## config.mk

```make
export PLATFORM = sky130hd
export DESIGN_NAME = bus_master_port
export DESIGN_NICKNAME = d
export VERILOG_FILES = /design/src/rtl/bus_master_port_pkg.sv /design/src/rtl/bus_master_port_piso_sipo.sv /design/src/rtl/bus_master_port.sv
export SDC_FILE = /design/constraint.sdc
export NUM_CORES = 1
export LEC_CHECK = 0
export ABC_AREA = 0
export BUFFER_PORTS_ARGS = -buffer_cell sky130_fd_sc_hd__buf_2
export CORE_AREA = 10 10 65 121
export CTS_CLUSTER_SIZE = 12
export DETAILED_ROUTE_END_ITERATION = 12
export DIE_AREA = 0 0 75 131
export PLACE_DENSITY = 0.7
export SLEW_MARGIN = 15
export SYNTH_ARGS = -nofsm -noshare
export SYNTH_HDL_FRONTEND = slang
export SYNTH_SLANG_ARGS = --single-unit
```

## constraint.sdc

```tcl
create_clock -name clk -period 2.4 [get_ports clk]
set_input_delay 0.24 -clock clk [delete_from_list [all_inputs] [get_ports clk]]
set_output_delay 0.24 -clock clk [all_outputs]
set_load 0.05 [all_outputs]
```

## src/rtl/bus_master_port_pkg.sv

```systemverilog
// Shared definitions for the serial bus master port: instruction codes,
// FSM state encoding and default widths.
package bus_master_port_pkg;

   localparam int ADDR_WIDTH_DEF = 12;
   localparam int DATA_WIDTH_DEF = 8;
   localparam int SEL_WIDTH_DEF  = 2;
   localparam int TIMEOUT_DEF    = 255;

   localparam logic [1:0] INSTR_IDLE  = 2'b00;
   localparam logic [1:0] INSTR_READ  = 2'b01;
   localparam logic [1:0] INSTR_WRITE = 2'b10;

   typedef enum logic [2:0] {
      ST_IDLE  = 3'd0,
      ST_REQ   = 3'd1,
      ST_ADDR  = 3'd2,
      ST_WDATA = 3'd3,
      ST_WACK  = 3'd4,
      ST_RDATA = 3'd5,
      ST_DONE  = 3'd6
   } state_t;

   // Reserved code 11 behaves like idle, so only 01 and 10 launch a request.
   function automatic logic is_request(input logic [1:0] instr);
      return (instr == INSTR_READ) || (instr == INSTR_WRITE);
   endfunction

endpackage

```

## src/rtl/bus_master_port_piso_sipo.sv

```systemverilog
// Shift register shared by the serialiser and deserialiser: parallel load,
// shift right (out of bit 0 / in at the MSB) and a count of bits moved.
module bus_piso_sipo #(
   parameter int W  = 14,
   parameter int DW = 8,
   parameter int CW = 4
) (
   input  logic          clk,
   input  logic          reset,
   input  logic          load_i,
   input  logic [W-1:0]  load_val_i,
   input  logic          shift_out_i,
   input  logic          shift_in_i,
   input  logic          sin_i,
   output logic          sout_o,
   output logic [CW-1:0] cnt_o,
   output logic [DW-1:0] pnext_o
);

   logic [W-1:0]  q_q, q_d;
   logic [CW-1:0] cnt_q, cnt_d;

   always_ff @(posedge clk or posedge reset) begin
      if (reset) begin
         q_q   <= '0;
         cnt_q <= '0;
      end else begin
         q_q   <= q_d;
         cnt_q <= cnt_d;
      end
   end

   always_comb begin
      q_d   = q_q;
      cnt_d = cnt_q;
      if (load_i) begin
         q_d   = load_val_i;
         cnt_d = '0;
      end else if (shift_out_i || shift_in_i) begin
         q_d   = {shift_in_i & sin_i, q_q[W-1:1]};
         cnt_d = cnt_q + CW'(1);
      end
   end

   assign sout_o  = q_q[0];
   assign cnt_o   = cnt_q;
   // Received word as it will look once the bit on sin_i is shifted in.
   assign pnext_o = {sin_i, q_q[W-1 -: DW-1]};

endmodule

```

## src/rtl/bus_master_port.sv

```systemverilog
// Serial bus master: arbitrates for the bus, sends select/address/data LSB
// first, collects read data, and closes with a four-phase tx_done handshake.
module bus_master_port
   import bus_master_port_pkg::*;
#(
   parameter int ADDR_WIDTH = ADDR_WIDTH_DEF,
   parameter int DATA_WIDTH = DATA_WIDTH_DEF,
   parameter int SEL_WIDTH  = SEL_WIDTH_DEF,
   parameter int TIMEOUT    = TIMEOUT_DEF
) (
   input  logic                  clk,
   input  logic                  reset,
   input  logic [1:0]            instruction,
   input  logic [SEL_WIDTH-1:0]  slave_sel,
   input  logic [ADDR_WIDTH-1:0] address,
   input  logic [DATA_WIDTH-1:0] data_in,
   output logic [DATA_WIDTH-1:0] data_out,
   output logic                  tx_done,
   output logic                  tx_error,
   output logic                  bus_req,
   input  logic                  bus_grant,
   output logic                  m_valid,
   output logic                  m_bit,
   output logic                  m_mode,
   input  logic                  s_ready,
   input  logic                  s_valid,
   input  logic                  s_bit,
   output state_t                dbg_state_o
);

   localparam int ABITS  = SEL_WIDTH + ADDR_WIDTH;
   localparam int SR_W   = (ABITS > DATA_WIDTH) ? ABITS : DATA_WIDTH;
   localparam int CNT_W  = $clog2(SR_W + 1);
   localparam int TOUT_W = $clog2(TIMEOUT + 1);

   state_t                state_q, state_d;
   logic                  mode_q, mode_d;
   logic [SEL_WIDTH-1:0]  sel_q, sel_d;
   logic [ADDR_WIDTH-1:0] addr_q, addr_d;
   logic [DATA_WIDTH-1:0] wdata_q, wdata_d;
   logic [DATA_WIDTH-1:0] rdata_q, rdata_d;
   logic                  err_q, err_d;
   logic [TOUT_W-1:0]     tout_q, tout_d;

   logic             sr_load, sr_shift_out, sr_shift_in, sr_sout;
   logic [SR_W-1:0]  sr_load_val;
   logic [CNT_W-1:0] sr_cnt;
   logic [DATA_WIDTH-1:0] sr_pnext;

   logic last_abit, last_dbit, tout_expired;

   assign last_abit    = (sr_cnt == CNT_W'(ABITS - 1));
   assign last_dbit    = (sr_cnt == CNT_W'(DATA_WIDTH - 1));
   assign tout_expired = (tout_q == TOUT_W'(TIMEOUT - 1));

   bus_piso_sipo #(
      .W  (SR_W),
      .DW (DATA_WIDTH),
      .CW (CNT_W)
   ) u_shift (
      .clk         (clk),
      .reset       (reset),
      .load_i      (sr_load),
      .load_val_i  (sr_load_val),
      .shift_out_i (sr_shift_out),
      .shift_in_i  (sr_shift_in),
      .sin_i       (s_bit),
      .sout_o      (sr_sout),
      .cnt_o       (sr_cnt),
      .pnext_o     (sr_pnext)
   );

   always_ff @(posedge clk or posedge reset) begin
      if (reset) state_q <= ST_IDLE;
      else       state_q <= state_d;
   end

   // Grant loss outranks every other exit from the active states.
   always_comb begin
      state_d = state_q;
      unique case (state_q)
         ST_IDLE:  if (is_request(instruction)) state_d = ST_REQ;
         ST_REQ:   if (bus_grant) state_d = ST_ADDR;
         ST_ADDR: begin
            if (!bus_grant)     state_d = ST_DONE;
            else if (last_abit) state_d = mode_q ? ST_WDATA : ST_RDATA;
         end
         ST_WDATA: begin
            if (!bus_grant)     state_d = ST_DONE;
            else if (last_dbit) state_d = ST_WACK;
         end
         ST_WACK: begin
            if (!bus_grant || s_ready || tout_expired) state_d = ST_DONE;
         end
         ST_RDATA: begin
            if (!bus_grant || (s_valid && last_dbit) || (!s_valid && tout_expired))
               state_d = ST_DONE;
         end
         ST_DONE:  if (instruction == INSTR_IDLE) state_d = ST_IDLE;
         default:  state_d = ST_IDLE;
      endcase
   end

   always_comb begin
      mode_d       = mode_q;
      sel_d        = sel_q;
      addr_d       = addr_q;
      wdata_d      = wdata_q;
      rdata_d      = rdata_q;
      err_d        = err_q;
      tout_d       = '0;
      sr_load      = 1'b0;
      sr_load_val  = '0;
      sr_shift_out = 1'b0;
      sr_shift_in  = 1'b0;
      unique case (state_q)
         ST_IDLE: begin
            err_d = 1'b0;
            if (is_request(instruction)) begin
               mode_d  = (instruction == INSTR_WRITE);
               sel_d   = slave_sel;
               addr_d  = address;
               wdata_d = data_in;
            end
         end
         ST_REQ: begin
            if (bus_grant) begin
               sr_load     = 1'b1;
               sr_load_val = SR_W'({addr_q, sel_q});
            end
         end
         ST_ADDR: begin
            if (!bus_grant) begin
               err_d = 1'b1;
            end else if (last_abit) begin
               sr_load     = 1'b1;
               sr_load_val = mode_q ? SR_W'(wdata_q) : '0;
            end else begin
               sr_shift_out = 1'b1;
            end
         end
         ST_WDATA: begin
            if (!bus_grant) err_d = 1'b1;
            else            sr_shift_out = 1'b1;
         end
         ST_WACK: begin
            if (!bus_grant)        err_d = 1'b1;
            else if (s_ready)      err_d = 1'b0;
            else if (tout_expired) err_d = 1'b1;
            else                   tout_d = tout_q + TOUT_W'(1);
         end
         ST_RDATA: begin
            if (!bus_grant) begin
               err_d = 1'b1;
            end else if (s_valid) begin
               sr_shift_in = 1'b1;
               if (last_dbit) rdata_d = sr_pnext;
            end else if (tout_expired) begin
               err_d = 1'b1;
            end else begin
               tout_d = tout_q + TOUT_W'(1);
            end
         end
         ST_DONE: if (instruction == INSTR_IDLE) err_d = 1'b0;
         default: ;
      endcase
   end

   always_ff @(posedge clk or posedge reset) begin
      if (reset) begin
         mode_q  <= 1'b0;
         sel_q   <= '0;
         addr_q  <= '0;
         wdata_q <= '0;
         rdata_q <= '0;
         err_q   <= 1'b0;
         tout_q  <= '0;
      end else begin
         mode_q  <= mode_d;
         sel_q   <= sel_d;
         addr_q  <= addr_d;
         wdata_q <= wdata_d;
         rdata_q <= rdata_d;
         err_q   <= err_d;
         tout_q  <= tout_d;
      end
   end

   // Strobes decode straight from the state register, so reset clears them at once.
   always_comb begin
      bus_req = (state_q inside {ST_REQ, ST_ADDR, ST_WDATA, ST_WACK, ST_RDATA});
      m_valid = (state_q inside {ST_ADDR, ST_WDATA});
      tx_done = (state_q == ST_DONE);
      m_bit   = m_valid & sr_sout;
   end

   assign m_mode      = mode_q;
   assign tx_error    = err_q;
   assign data_out    = rdata_q;
   assign dbg_state_o = state_q;

endmodule

```

---- Word-level counts from Yosys, hierarchy flattened ----
Index checks and enable logic that the tools add are counted.
word-level totals
  bits in registers ....................... 61
  word-level logic and storage cells ...... 99
  input bits .............................. 30
cells by class
  reduce and logical (&&, ||, !) cells .... 21
  bitwise gates (word level) .............. 2
  muxes and demuxes ....................... 44
  add/sub/neg operators ................... 2
  equality and inequality tests ........... 20
operators by type and width
  operator                                                               number
  8-bit 2-to-1 mux                                                       8
  14-bit 2-to-1 mux                                                      3
  3-bit 2-to-1 mux                                                       10
  14-bit one-hot mux with 2 select lines                                 1
  3-bit one-hot mux with 7 select lines                                  1
  8-bit one-hot mux with 2 select lines                                  1
  1-bit 2-to-1 mux                                                       15
  2-bit inequality test, second input constant                           5
  5-bit nonzero test                                                     2
  3-bit equality test, second input constant                             3
  3-bit inequality test, second input constant                           3
  8-bit by 1-bit adder with 8-bit output, second input constant          1
  8-bit equality test, second input constant                             1
  4-bit 2-to-1 mux                                                       2
  4-bit AND reduction                                                    2
  7-bit AND reduction                                                    1
  3-bit by 2-bit equality test with 1-bit output, second input constant  2
  1-bit logical OR                                                       6
  1-bit one-hot mux with 5 select lines                                  1
  4-bit by 1-bit adder with 4-bit output, second input constant          1
  4-bit by 3-bit equality test with 1-bit output, second input constant  1
  4-bit equality test, second input constant                             1
  1-bit one-hot mux with 2 select lines                                  2
  2-bit nonzero test                                                     2
  11 further kinds                                                       14

---- Longest topological paths before layout ----
  word-level depth ........................ 7
  depth in mapped cells ................... 8
  depth with buffers taken out ............ 7

---- Cells and area by module ----
From an unflattened synthesis, not the netlist that was laid out.
unflattened totals
  cells, all modules ...................... 277
  area, all modules ....................... 3094.2 um^2
by module, submodules not included
  module           cells an instance  times used  seq. area each (um^2)  area an instance (um^2)
  bus_master_port  189                1           1076.0                 2199.6
  bus_piso_sipo    88                 1           450.4                  894.6

---- Least setup slack after synthesis ----
OpenSTA, ideal clock, no wires.
  kind .................................... register -> register
  start point ............................. register state_q[2], in the netlist dbg_state_o[2]
  end point ............................... register state_q[1], in the netlist dbg_state_o[1]
  period minus slack after synthesis ...... 2.247 ns
  slack ................................... 0.153 ns
  arrival time ............................ 2.122 ns
  buffers on the path ..................... 0
  data required time ...................... 2.275 ns
  cell stages (with the launch flop) ...... 7
  path through ............................ dfrtp_1 -> nand2b_1 -> inv_1 -> and3_1 -> a211oi_1 -> and3_4 -> mux2_4
between the ends
  word-level cells in the longest chain between the ends .. 3
  elaborated cells between the ends (all ways) .. 16
RTL lines
  item                                                                    RTL line               source
  start: declaration                                                      bus_master_port.sv:36  state_t state_q, state_d;
  start signal: assignment                                                bus_master_port.sv:75  else state_q <= state_d;
  3-bit by 2-bit equality test with 1-bit output (tied with other cells)  bus_master_port.sv:81  unique case (state_q)
  3-bit inequality test (no source line) (tied with other cells)          n/a
  7-bit AND reduction (no source line)                                    n/a
Parallel ways exist; a longest one is shown, timed or not.
A chain may end at the register's enable or synchronous reset.

---- Worst setup path after layout ----
  start point ............................. register u_shift.cnt_q[0], in the netlist u_shift.cnt_o[0]
  end point ............................... register u_shift.q_q[12]
between the ends
  word-level cells in the longest chain between the ends .. 6
  elaborated cells between the ends (all ways) .. 10
RTL lines
  item                                   RTL line                         source
  start: declaration                     bus_master_port_piso_sipo.sv:21  logic [CW-1:0] cnt_q, cnt_d;
  start signal: assignment               bus_master_port_piso_sipo.sv:29  cnt_q <= cnt_d;
  4-bit equality test (*)                bus_master_port.sv:52            assign last_abit = (sr_cnt == CNT_W'(ABITS - 1));
  1-bit 2-to-1 mux                       bus_master_port.sv:135           end else if (last_abit) begin
  1-bit 2-to-1 mux                       bus_master_port.sv:133           if (!bus_grant) begin
  1-bit one-hot mux with 2 select lines  bus_master_port.sv:116           unique case (state_q)
  1-bit logical OR                       bus_master_port_piso_sipo.sv:39  end else if (shift_out_i || shift_in_i) begin
  2-bit nonzero test (no source line)    n/a
  end signal: assignment                 bus_master_port_piso_sipo.sv:28  q_q <= q_d;
  end: declaration                       bus_master_port_piso_sipo.sv:20  logic [W-1:0] q_q, q_d;
Every way passes the cells marked *; elsewhere a longest branch is shown, timed or not.

==> run summary <==
### Synth
- 0 — EDFF count, synth
- 0 — synth warn
- sky130_fd_sc_hd__dfrtp_1 — most repeated cell in the gate-level netlist after synthesis
- 0.00286 mm² — post-synthesis cell area
- 100% — share of synthesized registers carrying an async set or reset
- 252 — Cells after Synth
- sky130_fd_sc_hd__dfrtp_1 — prevailing post-synth register cell
- 11.4 µm² — synthesized area divided by synthesized cell count
- 46 — Synth cell types
- 53.3% — post-synth top area share
- sky130_fd_sc_hd__dfrtp_1 53%, sky130_fd_sc_hd__mux2_2 9.8%, sky130_fd_sc_hd__mux2_1 2.8%, sky130_fd_sc_hd__ha_1 2.6%, sky130_fd_sc_hd__nor2_1 2.6% — synth top area cells
- sky130_fd_sc_hd__dfrtp_1 — largest area contributor in the synthesized netlist
- 61 x sky130_fd_sc_hd__dfrtp_1, 25 x sky130_fd_sc_hd__mux2_2, 20 x sky130_fd_sc_hd__nor2_1, 18 x sky130_fd_sc_hd__nand2_1 — list of most frequent post-synthesis cells
- 53.3% — part of the Yosys area used for sequential elements
- 288 — nets in the synthesized netlist
- 61 — Seq cells post-synth

### Critical path
- simple AND/OR/NAND/NOR gates — cell family with most CP delay
- 2.60 ns — Data required, critical path
- ha_1 > nand3_1 > nor4_2 > nor2_1 > nand2_1 > a2bb2oi_1 — cells along the critical path
- 0.30 ns — setup slack of the worst register-to-register path
- flop to flop — category of the most critical setup path
- sky130_fd_sc_hd__nor2_1 — critical-path cell with the highest stage delay
- 2.30 ns — signal arrival time at the worst endpoint
- flop — type of element capturing the critical path
- 15 — critical path fanouts, max
- flop — CP Launch Type
- 0.68 ns — CP peak stage delay
- 0 — buffers and inverters on the worst path

### Die
- 48.1% — initial core utilization
- 131 µm — Die H
- 47 — I/O Pins
- 75 µm — width of the chip
- 0.00596 mm² — placeable core region
- 40 — Site Rows
- 0.00983 mm² — die area

### Clock tree
- 0.05 ns — clock slew at the register clock pins of the worst setup and hold paths
- 0.32 ns — clock insertion delay at the later pin of the skew report
- 3 — H-tree levels
- 2 — Clock Path Buffers
- sky130_fd_sc_hd__clkbuf_16 — CTS Root Cell
- 0 — Hold Buf Count CTS
- 9 — number of buffers added by the clock tree synthesis step
- 0 — total setup buffers inserted after CTS
- 0 — CTS-repair resized insts
- built — CTS tree
- 61 — number of sinks driven by the clock tree

### Cells and area
- 0 — number of antenna cells inserted
- 509 — Filler Cell Count
- 58.1% — final core utilization
- 20.9% — Area Growth Syn to Fin
- 340 — final-stage net count
- 33.0% — proportion of layout cells with a drive suffix above 1
- 369 — count of non-filler cells in the finished layout

### GRT
- 10.6 mm — global-route wire length before repair
- 33 — maximum number of pins on one net before global-route repair
- 2253 — vias in the first global route
- 0 — number of antenna violations at the first check in global routing
- 0 — total gr overflow
- 14.1% — gr usage total

### Worst hold path
- primary input to async pin — Hold Crit Class

### Detailed routing
- 76 — DRC violation total after the first TritonRoute iteration
- 6.22 mm — overall routed net length
- 5.63 — mean number of vias per cell
- 0 — number of nets with antenna violations after detailed routing
- 4 — length of the first detailed-routing pass in iterations
- 16.8 µm — post-detailed-route wirelength per cell
- 2077 — number of vias after detailed routing
- 0 — DRC viols

### Run status
- finished clean — result of the run

### Placed design
- 0.258 ns — minimum setup slack after placement
- 356 — Placed Cells incl. Taps
- 4.77 mm — DP HPWL
- 46 — port buffer count
- 0.828 — placer's final routability congestion estimate

### Timing
- 2.10 ns — min Tclk post-route
- 0 ns — Setup TNS
- 0 — Fin. Hold Viols
- 0 — final-report max-slew violation count
- no — setup repair after global routing missed its margin
- 87.3% — final critical-path share of the clock period
- 41.3% — Worst slew margin
- 477 MHz — max frequency
- 0.00358 ns — Clock Skews
- 0.877 ns — Worst Tran Pin Value
- 0 — Setup Viol. Count Final
- 0.305 ns — worst path setup slack after routing

### Pwr
- 37.8% — sequential cell fraction of total power
- 1.64 nW — total leakage power
- 0.685 mV — maximum vdd ir drop
- 36.2% — Sw Share
- 0.00297 W — design internal power
- 35.4% — share of total power in combinational logic
- 0.00169 W — net switching component of the power
- 26.8% — proportion of power drawn by the clock network
- 1340 mW/mm² — Cell Pwr Density

### Job
- 0 — count of maximum capacitance violations

[kinds of logic (layout without fill, tap and decap cells)]
logic type | count (synthesis) | after routing | share of synthesized area [%]
flops | 61 | 61 | 53.3
simple gates | 78 | 78 | 14.0
mux | 36 | 36 | 14.2
compound gates | 44 | 44 | 10.5
buf+inv | 20 | 74 | 3.28
xor+xnor | 7 | 7 | 2.14
fa+ha+maj | 6 | 6 | 2.62
[final timing paths]
check	from	to	cells past startpoint
min in group clk	address[6]	addr_q[6]	2
max in group asynchronous	reset	u_shift.cnt_o[0]	3
min	reset	dbg_state_o[0]	2
max reg2reg	u_shift.cnt_o[0]	u_shift.q_q[12]	6
max	u_shift.cnt_o[0]	u_shift.q_q[12]	6
min reg2reg	addr_q[8]	addr_q[8]	1
[per-stage QoR]
stage | instance area, µm² | power [W] | hold slack (ns)
6_report | 3460 | 0.00466 | 0.00158
5_1_grt | 3460 | 0.00495 | 0.0614
4_1_cts | 3460 | 0.00471 | 0.0244
3_5_place_dp | 3170 | 0.00345 | 0.371
3_3_place_gp | 3170 | 0.00340 | 0.365
2_1_floorplan | 2860 | 0.00301 | 0.375
[routing by layer]
metal | routed length, µm | part of all wire [%] | track usage, %
met5 | 0 | 0 | 0
met4 | 115 | 1.8 | 6.61
met3 | 289 | 4.6 | 4.61
met2 | 3440 | 55 | 24.8
met1 | 2370 | 38 | 14.4
[area by class of cell]
class                           instances  area (µm²)  area share [%]
Sequential cell                        61        1530            44.1
Multi-Input combinational cell        171        1240            35.9
Timing Repair Buffer                   53         295            8.53
Clock buffer                           11         253            7.30
Tap cell                               63        78.8            2.28
Clock inverter                          2        35.0            1.01
Inverter                                8        30.0           0.867
[cells in the final DEF (no fill, tap or decap), types with 6 or more instances in the layout]
cell	netlist	final
sky130_fd_sc_hd__a21oi_1	12	12
sky130_fd_sc_hd__a221oi_1	7	7
sky130_fd_sc_hd__buf_2	9	46
sky130_fd_sc_hd__buf_4	0	6
sky130_fd_sc_hd__clkbuf_16	0	9
sky130_fd_sc_hd__dfrtp_1	61	61
sky130_fd_sc_hd__ha_1	6	6
sky130_fd_sc_hd__inv_1	7	6
sky130_fd_sc_hd__mux2_1	7	7
sky130_fd_sc_hd__mux2_2	25	25
sky130_fd_sc_hd__nand2_1	18	18
sky130_fd_sc_hd__nor2_1	20	20
sky130_fd_sc_hd__nor3_1	12	12
sky130_fd_sc_hd__o21ai_0	8	8
[registers in the layout, summed over array words and instances (netlist names)]
signal	count
addr_q	12
sel_q	2
u_shift.cnt_o	4
dbg_state_o	3
u_shift.q_q	14
m_mode	1
tx_error	1
data_out	8
tout_q	8
wdata_q	8
[power groups by stage]
stage	logic [W]	registers [W]	clock network [W]
after detailed placement	0.00167	0.00178	0
after floorplan	0.00113	0.00188	0
final	0.00165	0.00176	0.00125
after global placement	0.00164	0.00176	0
after CTS	0.00168	0.00176	0.00127
after global routing	0.00181	0.00182	0.00131
Power figures use the tool's default switching activity.
